===== config.mk =====
export PLATFORM = sky130hd
export DESIGN_NAME = uart_tx
export DESIGN_NICKNAME = d
export VERILOG_FILES = /design/src/rtl/uart_pkg.sv /design/src/rtl/uart_tx_fifo.sv /design/src/rtl/uart_tx.sv
export SDC_FILE = /design/constraint.sdc
export NUM_CORES = 1
export LEC_CHECK = 0
export BUFFER_PORTS_ARGS = -buffer_cell sky130_fd_sc_hd__buf_2
export CAP_MARGIN = 20
export CORE_MARGIN = 2
export CORE_UTILIZATION = 54
export CTS_CLUSTER_DIAMETER = 60
export CTS_CLUSTER_SIZE = 40
export DETAILED_ROUTE_END_ITERATION = 10
export PLACE_DENSITY = 0.75
export SETUP_SLACK_MARGIN = 0.2
export SLEW_MARGIN = 20
export SYNTH_ARGS = -nofsm -noshare
export SYNTH_HDL_FRONTEND = slang
export SYNTH_SLANG_ARGS = --single-unit

===== constraint.sdc =====
create_clock -name clk -period 1.9 [get_ports clk]
set_clock_uncertainty 0.05 [all_clocks]
set_input_delay 0.38 -clock clk [delete_from_list [all_inputs] [get_ports clk]]
set_output_delay 0.38 -clock clk [all_outputs]
set_load 0.02 [all_outputs]

===== src/rtl/uart_pkg.sv =====
// Shared UART definitions: FSM state encoding and line-level constants.
// The receiver on the same link imports this package as well.
package uart_pkg;

  typedef enum logic [1:0] {
    IDLE  = 2'd0,
    START = 2'd1,
    DATA  = 2'd2,
    STOP  = 2'd3
  } uart_state_t;

  localparam int   DATA_BITS  = 8;
  localparam logic START_BIT  = 1'b0;
  localparam logic STOP_BIT   = 1'b1;
  localparam logic IDLE_LEVEL = 1'b1;

endpackage


===== src/rtl/uart_tx_fifo.sv =====
// Small synchronous FIFO in front of the transmitter. A push while full and a
// pop while empty are ignored; a push and a pop in the same cycle leave the
// occupancy unchanged and keep byte order.
module uart_tx_fifo #(
  parameter int WIDTH = 8,
  parameter int DEPTH = 4
) (
  input  logic             clk,
  input  logic             rst,
  input  logic             push,
  input  logic [WIDTH-1:0] din,
  input  logic             pop,
  output logic [WIDTH-1:0] dout,
  output logic             full,
  output logic             empty
);

  localparam int AW = $clog2(DEPTH);

  logic [WIDTH-1:0] mem [DEPTH];
  logic [AW-1:0]    wr_ptr;
  logic [AW-1:0]    rd_ptr;
  logic [AW:0]      count;
  logic             push_ok;
  logic             pop_ok;

  assign full    = (count == (AW + 1)'(DEPTH));
  assign empty   = (count == '0);
  assign push_ok = push && !full;
  assign pop_ok  = pop && !empty;
  assign dout    = mem[rd_ptr];

  // Pointer and occupancy bookkeeping; pointers wrap naturally at DEPTH.
  always_ff @(posedge clk or posedge rst) begin
    if (rst) begin
      wr_ptr <= '0;
      rd_ptr <= '0;
      count  <= '0;
    end else begin
      if (push_ok) wr_ptr <= wr_ptr + AW'(1);
      if (pop_ok)  rd_ptr <= rd_ptr + AW'(1);
      case ({push_ok, pop_ok})
        2'b10:   count <= count + (AW + 1)'(1);
        2'b01:   count <= count - (AW + 1)'(1);
        default: count <= count;
      endcase
    end
  end

  // Storage needs no reset: occupancy alone decides what is valid.
  always_ff @(posedge clk) begin
    if (push_ok) mem[wr_ptr] <= din;
  end

endmodule


===== src/rtl/uart_tx.sv =====
// 8N1 UART transmitter with a small input FIFO.
// Handshake: a byte on tx_byte is taken on the rising edge where
// data_valid && ready; ready is low only while the FIFO is full, and the
// producer must hold tx_byte/data_valid until that edge. tx_byte is ignored
// whenever data_valid is low.
// Line outputs are registered from next-state values, so the start bit is on
// the line in the cycle right after IDLE pops a byte.
module uart_tx
  import uart_pkg::*;
#(
  parameter int CLKS_PER_BIT = 217,
  parameter int FIFO_DEPTH   = 4
) (
  input  logic       clk,
  input  logic       rst,
  input  logic [7:0] tx_byte,
  input  logic       data_valid,
  output logic       ready,
  output logic       serial_stream,
  output logic       tx_active,
  output logic       tx_done
);

  localparam int              CNT_W    = $clog2(CLKS_PER_BIT);
  localparam logic [CNT_W-1:0] CNT_LAST = CNT_W'(CLKS_PER_BIT - 1);
  localparam logic [2:0]       BIT_LAST = 3'(DATA_BITS - 1);

  uart_state_t state, state_n;
  logic [CNT_W-1:0] clk_cnt, clk_cnt_n;
  logic [2:0]       bit_idx, bit_idx_n;
  logic [7:0]       shift_reg, shift_n;
  logic             serial_n, active_n, done_n;
  logic             fifo_pop;
  logic             fifo_full;
  logic             fifo_empty;
  logic [7:0]       fifo_dout;

  uart_tx_fifo #(
    .WIDTH (8),
    .DEPTH (FIFO_DEPTH)
  ) u_fifo (
    .clk   (clk),
    .rst   (rst),
    .push  (data_valid),
    .din   (tx_byte),
    .pop   (fifo_pop),
    .dout  (fifo_dout),
    .full  (fifo_full),
    .empty (fifo_empty)
  );

  assign ready = !fifo_full;

  // State, counters, shift register and registered line outputs.
  always_ff @(posedge clk or posedge rst) begin
    if (rst) begin
      state         <= IDLE;
      clk_cnt       <= '0;
      bit_idx       <= '0;
      shift_reg     <= '0;
      serial_stream <= IDLE_LEVEL;
      tx_active     <= 1'b0;
      tx_done       <= 1'b0;
    end else begin
      state         <= state_n;
      clk_cnt       <= clk_cnt_n;
      bit_idx       <= bit_idx_n;
      shift_reg     <= shift_n;
      serial_stream <= serial_n;
      tx_active     <= active_n;
      tx_done       <= done_n;
    end
  end

  // Next-state, counter and output decode.
  always_comb begin
    state_n   = state;
    clk_cnt_n = clk_cnt;
    bit_idx_n = bit_idx;
    shift_n   = shift_reg;
    done_n    = 1'b0;
    fifo_pop  = 1'b0;

    case (state)
      IDLE: begin
        if (!fifo_empty) begin
          fifo_pop  = 1'b1;
          shift_n   = fifo_dout;
          clk_cnt_n = '0;
          bit_idx_n = '0;
          state_n   = START;
        end
      end
      START: begin
        if (clk_cnt == CNT_LAST) begin
          clk_cnt_n = '0;
          bit_idx_n = '0;
          state_n   = DATA;
        end else begin
          clk_cnt_n = clk_cnt + CNT_W'(1);
        end
      end
      DATA: begin
        if (clk_cnt == CNT_LAST) begin
          clk_cnt_n = '0;
          if (bit_idx == BIT_LAST) begin
            state_n = STOP;
          end else begin
            bit_idx_n = bit_idx + 3'd1;
          end
        end else begin
          clk_cnt_n = clk_cnt + CNT_W'(1);
        end
      end
      STOP: begin
        if (clk_cnt == CNT_LAST) begin
          clk_cnt_n = '0;
          done_n    = 1'b1;
          state_n   = IDLE;
        end else begin
          clk_cnt_n = clk_cnt + CNT_W'(1);
        end
      end
      default: state_n = IDLE;
    endcase

    serial_n = IDLE_LEVEL;
    active_n = 1'b0;
    case (state_n)
      START: begin
        serial_n = START_BIT;
        active_n = 1'b1;
      end
      DATA: begin
        serial_n = shift_n[bit_idx_n];
        active_n = 1'b1;
      end
      STOP: begin
        serial_n = STOP_BIT;
        active_n = 1'b1;
      end
      default: begin
        serial_n = IDLE_LEVEL;
        active_n = 1'b0;
      end
    endcase
  end

endmodule


# Yosys cells after proc, flatten, opt, wreduce, memory -nomap -nowiden
# Memories as Yosys holds them, arrays and structs flattened.
# Cells that the tools add are included.
# totals
output_inout_bits	4
ff_bits	31
mem_bits_rw	32
n_memories	1
in_bits	11
# classes
eq_ne	12
n_lt_le_gt_ge	1
n_addsub	6
n_reduce_logical	9
mux	27
# memory_table
name	words	word_bits	rd	rd_ports_with_merged_regs	write_ports	line	rtl
u_fifo.mem	4	8	1	0	1	uart_tx_fifo.sv:20	logic [WIDTH-1:0] mem [DEPTH];
# ops
cell	n
$mux W8	4
$pmux W8 S2	1
$mux W3	4
$eq A2 B2 Y1 const B	5
$mux W2	5
$pmux W3 S3	1
$add A8 B1 Y8 const B	1
$eq A8 B8 Y1 const B	1
$mux W1	8
$pmux W2 S4	1
$add A3 B1 Y3 const B	2
$eq A2 B1 Y1 const B	3
$eq A3 B3 Y1 const B	2
$pmux W3 S2	1
$reduce_or A3 Y1	2
$add A2 B1 Y2 const B	2
$lt A3 B4 Y1 const B	1
$bmux W1 S3	1
$logic_not A3 Y1	1
$sub A3 B1 Y3 const B	1
$logic_and A1 B1 Y1	2
$logic_not A1 Y1	2
$logic_not A2 Y1	1
$ne A2 B2 Y1 const B	1
other kinds (2)	2

# Longest topological paths before layout
# logic_depth
depth_word	7
mapped_depth	10
ltp_nobuf	9

# By module
# A second synthesis with hierarchy kept.
# unflattened
hier_cells	199
area_unflattened_um2	2904.0
# by_module_without_submodules
mod	area_per_inst_um2	n_inst	seq_area_each_um2	cells_each
uart_tx_fifo	1596.5	1	1136.1	80
uart_tx	1307.5	1	601.8	119

# Worst setup path after synthesis
# No wires, ideal clock.
# synth_timing
path_kind	reg2reg
start	reg clk_cnt[0]
end	reg serial_stream
synth_period_minus_slack_ns	2.140
setup_time_ns	0.083
path_buffers	0
setup_slack_ns	-0.240
arrival_time_ns	2.007
path_stages_with_launch	10
path_cell_list	dfrtp_1 > inv_1 > ha_1 > nand4b_4 > nor2_4 > nand3_1 > o21ai_4 > mux2_4 > and3_4 > o32a_1
# synth_via
elab_chain_len	6
word_cells_on_any_way	13
cone_classes	eq/ne (3); mux (10)
# synth_rtl
item	line	rtl
start: declaration	uart_tx.sv:29	logic [CNT_W-1:0] clk_cnt, clk_cnt_n;
start signal: assignment	uart_tx.sv:66	clk_cnt <= clk_cnt_n;
$eq A8 B8 Y1 (*)	uart_tx.sv:95, uart_tx.sv:104	
$mux W3, on equally long branches	uart_tx.sv:104, uart_tx.sv:95	
$pmux W3 S3 (*)	uart_tx.sv:84	case (state)
via bit_idx_n[1]	uart_tx.sv:30	logic [2:0] bit_idx, bit_idx_n;
$bmux W1 S3 (*)	uart_tx.sv:135	serial_n = shift_n[bit_idx_n];
$mux W1 (implied by the code) (*)	uart_tx.sv:135	
$pmux W1 S2 (*)	uart_tx.sv:129	case (state_n)
via serial_n	uart_tx.sv:32	logic serial_n, active_n, done_n;
end signal: assignment	uart_tx.sv:69	serial_stream <= serial_n;
end: declaration	uart_tx.sv:19	output logic serial_stream,
# The timed path passes the listed nets; every way through them passes the cells marked *. The select of a mux whose other input is x is not followed.
# A chain may end at the register's enable or synchronous reset.

# Worst setup path in the final report
# layout_timing
start	reg u_fifo.count[0]
end	reg serial_stream
# layout_via
elab_chain_len	6
word_cells_on_any_way	12
cone_classes	eq/ne (2); mux (9); reduce/logical (1)
# layout_rtl
item	line	rtl
start: declaration	uart_tx_fifo.sv:23	logic [AW:0] count;
start signal: assignment	uart_tx_fifo.sv:43	2'b10: count <= count + (AW + 1)'(1);
start signal: assignment	uart_tx_fifo.sv:44	2'b01: count <= count - (AW + 1)'(1);
start signal: assignment	uart_tx_fifo.sv:45	default: count <= count;
$logic_not A3 Y1	uart_tx_fifo.sv:28	assign empty = (count == '0);
$mux W3	uart_tx.sv:86	if (!fifo_empty) begin
$pmux W3 S3	uart_tx.sv:84	
via bit_idx_n[1]	uart_tx.sv:30	
$bmux W1 S3	uart_tx.sv:135	
$mux W1 (implied by the code)	uart_tx.sv:135	
$pmux W1 S2	uart_tx.sv:129	
via serial_n	uart_tx.sv:32	
# The timed path passes the listed nets, and every way through them passes these cells. The select of a mux whose other input is x is not followed.

==> summary.md <==
### Route
* **number of violations reported at the end of detailed-routing iteration 0** 108
* **antenna-violating nets left** 0
* **Vias per Instance** 5.17
* **routed length on met1** 2340 um
* **number of detailed-route iterations in the first pass** 4
* **met3 wire len** 178 um
* **# DRC** 0
* **highest signal layer in the routed design** met4
* **total vias in the final route** 1810
* **total detailed-routing wirelength** 5450 um
* **average wire length per cell after detail routing** 15.6 um
* **met2 wire len** 2860 um

### Status
* **outcome** finished with violations
* **violated checks** negative setup slack

### Global routing
* **maximum number of pins on one net before global-route repair** 32
* **global routing usage summed across all routing layers** 20.3%
* **number of antenna violations at the first check in global routing** 0
* **vias in the first global route** 1845
* **overflow left after global routing** 0
* **global-route wire length before repair** 8870 um

### Die
* **Std-Cell Rows** 26
* **full die area** 5850 um^2
* **initial cell density of the core** 55.9%
* **boundary pin count** 15
* **die boundary height** 76.5 um
* **Die Width** 76.5 um
* **Core Box Area** 5070 um^2

### Final layout
* **Final Net Count** 295
* **number of fill cells in the layout** 330
* **n_diodes** 0
* **share of layout cells above drive strength 1** 43.6%
* **max reg flops** 32
* **Post-Route Utilization** 72.0%
* **commonest non-fill, non-tap cell in the layout** sky130_fd_sc_hd__buf_4
* **growth of design area from synthesis to finish** 28.9%
* **leading cell types in the layout, fill and taps excluded** 40 x sky130_fd_sc_hd__buf_4, 34 x sky130_fd_sc_hd__nand2_1, 32 x sky130_fd_sc_hd__edfxtp_1, 29 x sky130_fd_sc_hd__dfrtp_1, 13 x sky130_fd_sc_hd__buf_2
* **summed area of non-filler cells in the final layout** 3660 um^2

### Setup path
* **critical path class** register to register
* **CP required** 2.12 ns
* **WP data arrival** 2.36 ns
* **CP Capture Type** register
* **worst-path fanout max** 5
* **kind of start point of the critical path** register

### Yosys
* **number of warnings issued by yosys** 0
* **Post-Synthesis Cells** 208
* **Post-Synthesis Net Count** 228
* **top cells by area in the synthesized netlist** sky130_fd_sc_hd__edfxtp_1 34%, sky130_fd_sc_hd__dfrtp_1 26%, sky130_fd_sc_hd__mux4_2 6.4%, sky130_fd_sc_hd__nand2_1 4.8%, sky130_fd_sc_hd__ha_1 3.5%
* **number of distinct library cell variants in the gate-level netlist after synthesis** 48
* **Synth async-reset ratio** 49.2%
* **top flip-flop cell by instance count after synthesis** sky130_fd_sc_hd__edfxtp_1
* **flops & latches, synth** 63
* **Mapped Area** 2840 um^2
* **Yosys top cell by area** sky130_fd_sc_hd__edfxtp_1
* **area share of the largest cell type after synthesis** 33.9%
* **Avg Inst Size Synth** 13.6 um^2
* **number of flops mapped to enable cells by yosys** 32
* **register area share after synthesis** 61.3%

### Timing
* **clock period minus final worst setup slack** 2.13 ns
* **Worst Tran Pin Value** 0.432 ns
* **number of setup violations in the final report** 3
* **setup TNS** -0.442 ns
* **tightest slew margin relative to the limit** 71.2%
* **RSZ-0062 raised after global routing** yes
* **post-route fraction of the period consumed by the critical path** 112%
* **pins over their slew limit** 0
* **peak clock frequency supported by timing** 469 MHz
* **Worst Slack Setup Final** -0.233 ns
* **Fin. Hold Viols** 0

### Power and ir drop
* **total power consumption of the routed design** 0.00346 W
* **cell area power density** 947 nW/um^2
* **maximum resistive drop on vdd** 915 uV
* **static leakage** 1.54 nW

### Place
* **final weighted congestion in routability-driven placement** 0.812
* **instance area after placement** 3260 um^2
* **number of port buffers** 14
* **HPWL after DPL** 3540 um

### Clock tree
* **number of H-tree branching levels** 3
* **clock latency reported for the late side of the worst-skew pair** 0.35 ns
* **cell chosen for the clock root** sky130_fd_sc_hd__clkbuf_8
* **Num Clock Sinks** 63
* **clock buffer count from CTS** 9
* **number of buffers inserted by hold repair at cts** 0
* **Clk pin slew, worst setup/hold paths** 0.07 ns
* **clock tree from TritonCTS** yes
* **Bufs on Longest Clock Path** 2

### Hold path
* **HP Class** input port to async pin

### Flow run
* **Maximum Capacitance Violations** 0

[Yosys cell counts, types with 2 or more instances]
cell / number
sky130_fd_sc_hd__and2_1: 2
sky130_fd_sc_hd__and3_1: 5
sky130_fd_sc_hd__buf_6: 2
sky130_fd_sc_hd__dfrtp_1: 30
sky130_fd_sc_hd__edfxtp_1: 32
sky130_fd_sc_hd__ha_1: 8
sky130_fd_sc_hd__inv_1: 10
sky130_fd_sc_hd__mux2i_1: 5
sky130_fd_sc_hd__mux4_2: 8
sky130_fd_sc_hd__nand2_1: 36
sky130_fd_sc_hd__nand2b_1: 2
sky130_fd_sc_hd__nand3_1: 6
sky130_fd_sc_hd__nor2_1: 6
sky130_fd_sc_hd__nor3_1: 3
sky130_fd_sc_hd__o21ai_0: 11
sky130_fd_sc_hd__o31ai_1: 3
sky130_fd_sc_hd__or2_2: 2
sky130_fd_sc_hd__xnor2_1: 6
sky130_fd_sc_hd__xor2_1: 2
[worst max-delay path, cell delays in order, from the launching register on]
cell                      delay, ns
sky130_fd_sc_hd__dfrtp_1       0.39
sky130_fd_sc_hd__or3_4         0.41
sky130_fd_sc_hd__nand2_4       0.10
sky130_fd_sc_hd__nand2_4       0.06
sky130_fd_sc_hd__o21ai_4       0.24
sky130_fd_sc_hd__mux2_4        0.33
sky130_fd_sc_hd__and3_4        0.15
sky130_fd_sc_hd__o32a_1        0.33
[power breakdown]
group          switching [W]  total, W  internal (W)
Sequential         0.0000710   0.00172       0.00165
Clock               0.000501   0.00110      0.000595
Combinational       0.000343  0.000647      0.000303
[what timing repair did]
item	CTS	global route
pin swaps	8	16
gates resized for setup	14	27
setup buffers	8	4
setup endpoints to repair	12	16
[through the flow]
stage               setup slack [ns]  hold slack, ns  std cells
global placement              -0.170           0.413        322
global route                  -0.294          0.0930        350
finish                        -0.233          0.0480        350
detailed placement            -0.226           0.422        322
CTS                           -0.177          0.0489        346
floorplan                     -0.185           0.390        208
[path summary, 6_finish.rpt]
kind	startpoint	endpoint	slack [ns]	depth (start not counted)
max	u_fifo.count[0]	serial_stream	-0.23	7
min	rst	clk_cnt[1]	0.05	3
max reg2reg	u_fifo.count[0]	serial_stream	-0.23	7
max in group asynchronous	rst	serial_stream	1.42	3
min reg2reg	shift_reg[2]	shift_reg[2]	0.44	2
min in group clk	tx_byte[7]	u_fifo.mem[0][7]	0.20	1
[logic make-up (layout without fill, tap and decap cells)]
kind of cell | count (synthesis) | count (layout) | synth area share, %
and+or+nand+nor | 71 | 71 | 13.0
DFF | 63 | 63 | 61.3
AOI/OAI and AO/OA | 26 | 26 | 7.10
buffers and inverters | 16 | 88 | 2.82
muxes | 15 | 15 | 9.05
adders and majority gates | 9 | 9 | 4.24
xor gates and xnor gates | 8 | 8 | 2.47
[routing by layer]
layer  global-route usage, %  vias to the layer above
met1                    25.6                      891
met2                    33.2                       34
met3                    7.82                        8
met4                    5.45                        0
met5                       0                        -
li1                        -                      877
[layout make-up]
| type | instances | area (um^2) | area share (%) |
|---|---|---|---|
| inverter | 11 | 51.3 | 1.40 |
| tap | 70 | 87.6 | 2.40 |
| multi-input combinational | 129 | 1130 | 31.0 |
| timing repair buffer | 61 | 464 | 12.7 |
| clock buffer | 11 | 131 | 3.59 |
| clock inverter | 5 | 48.8 | 1.33 |
| sequential | 63 | 1740 | 47.6 |
No activity file was read; power rests on OpenSTA's default activity.
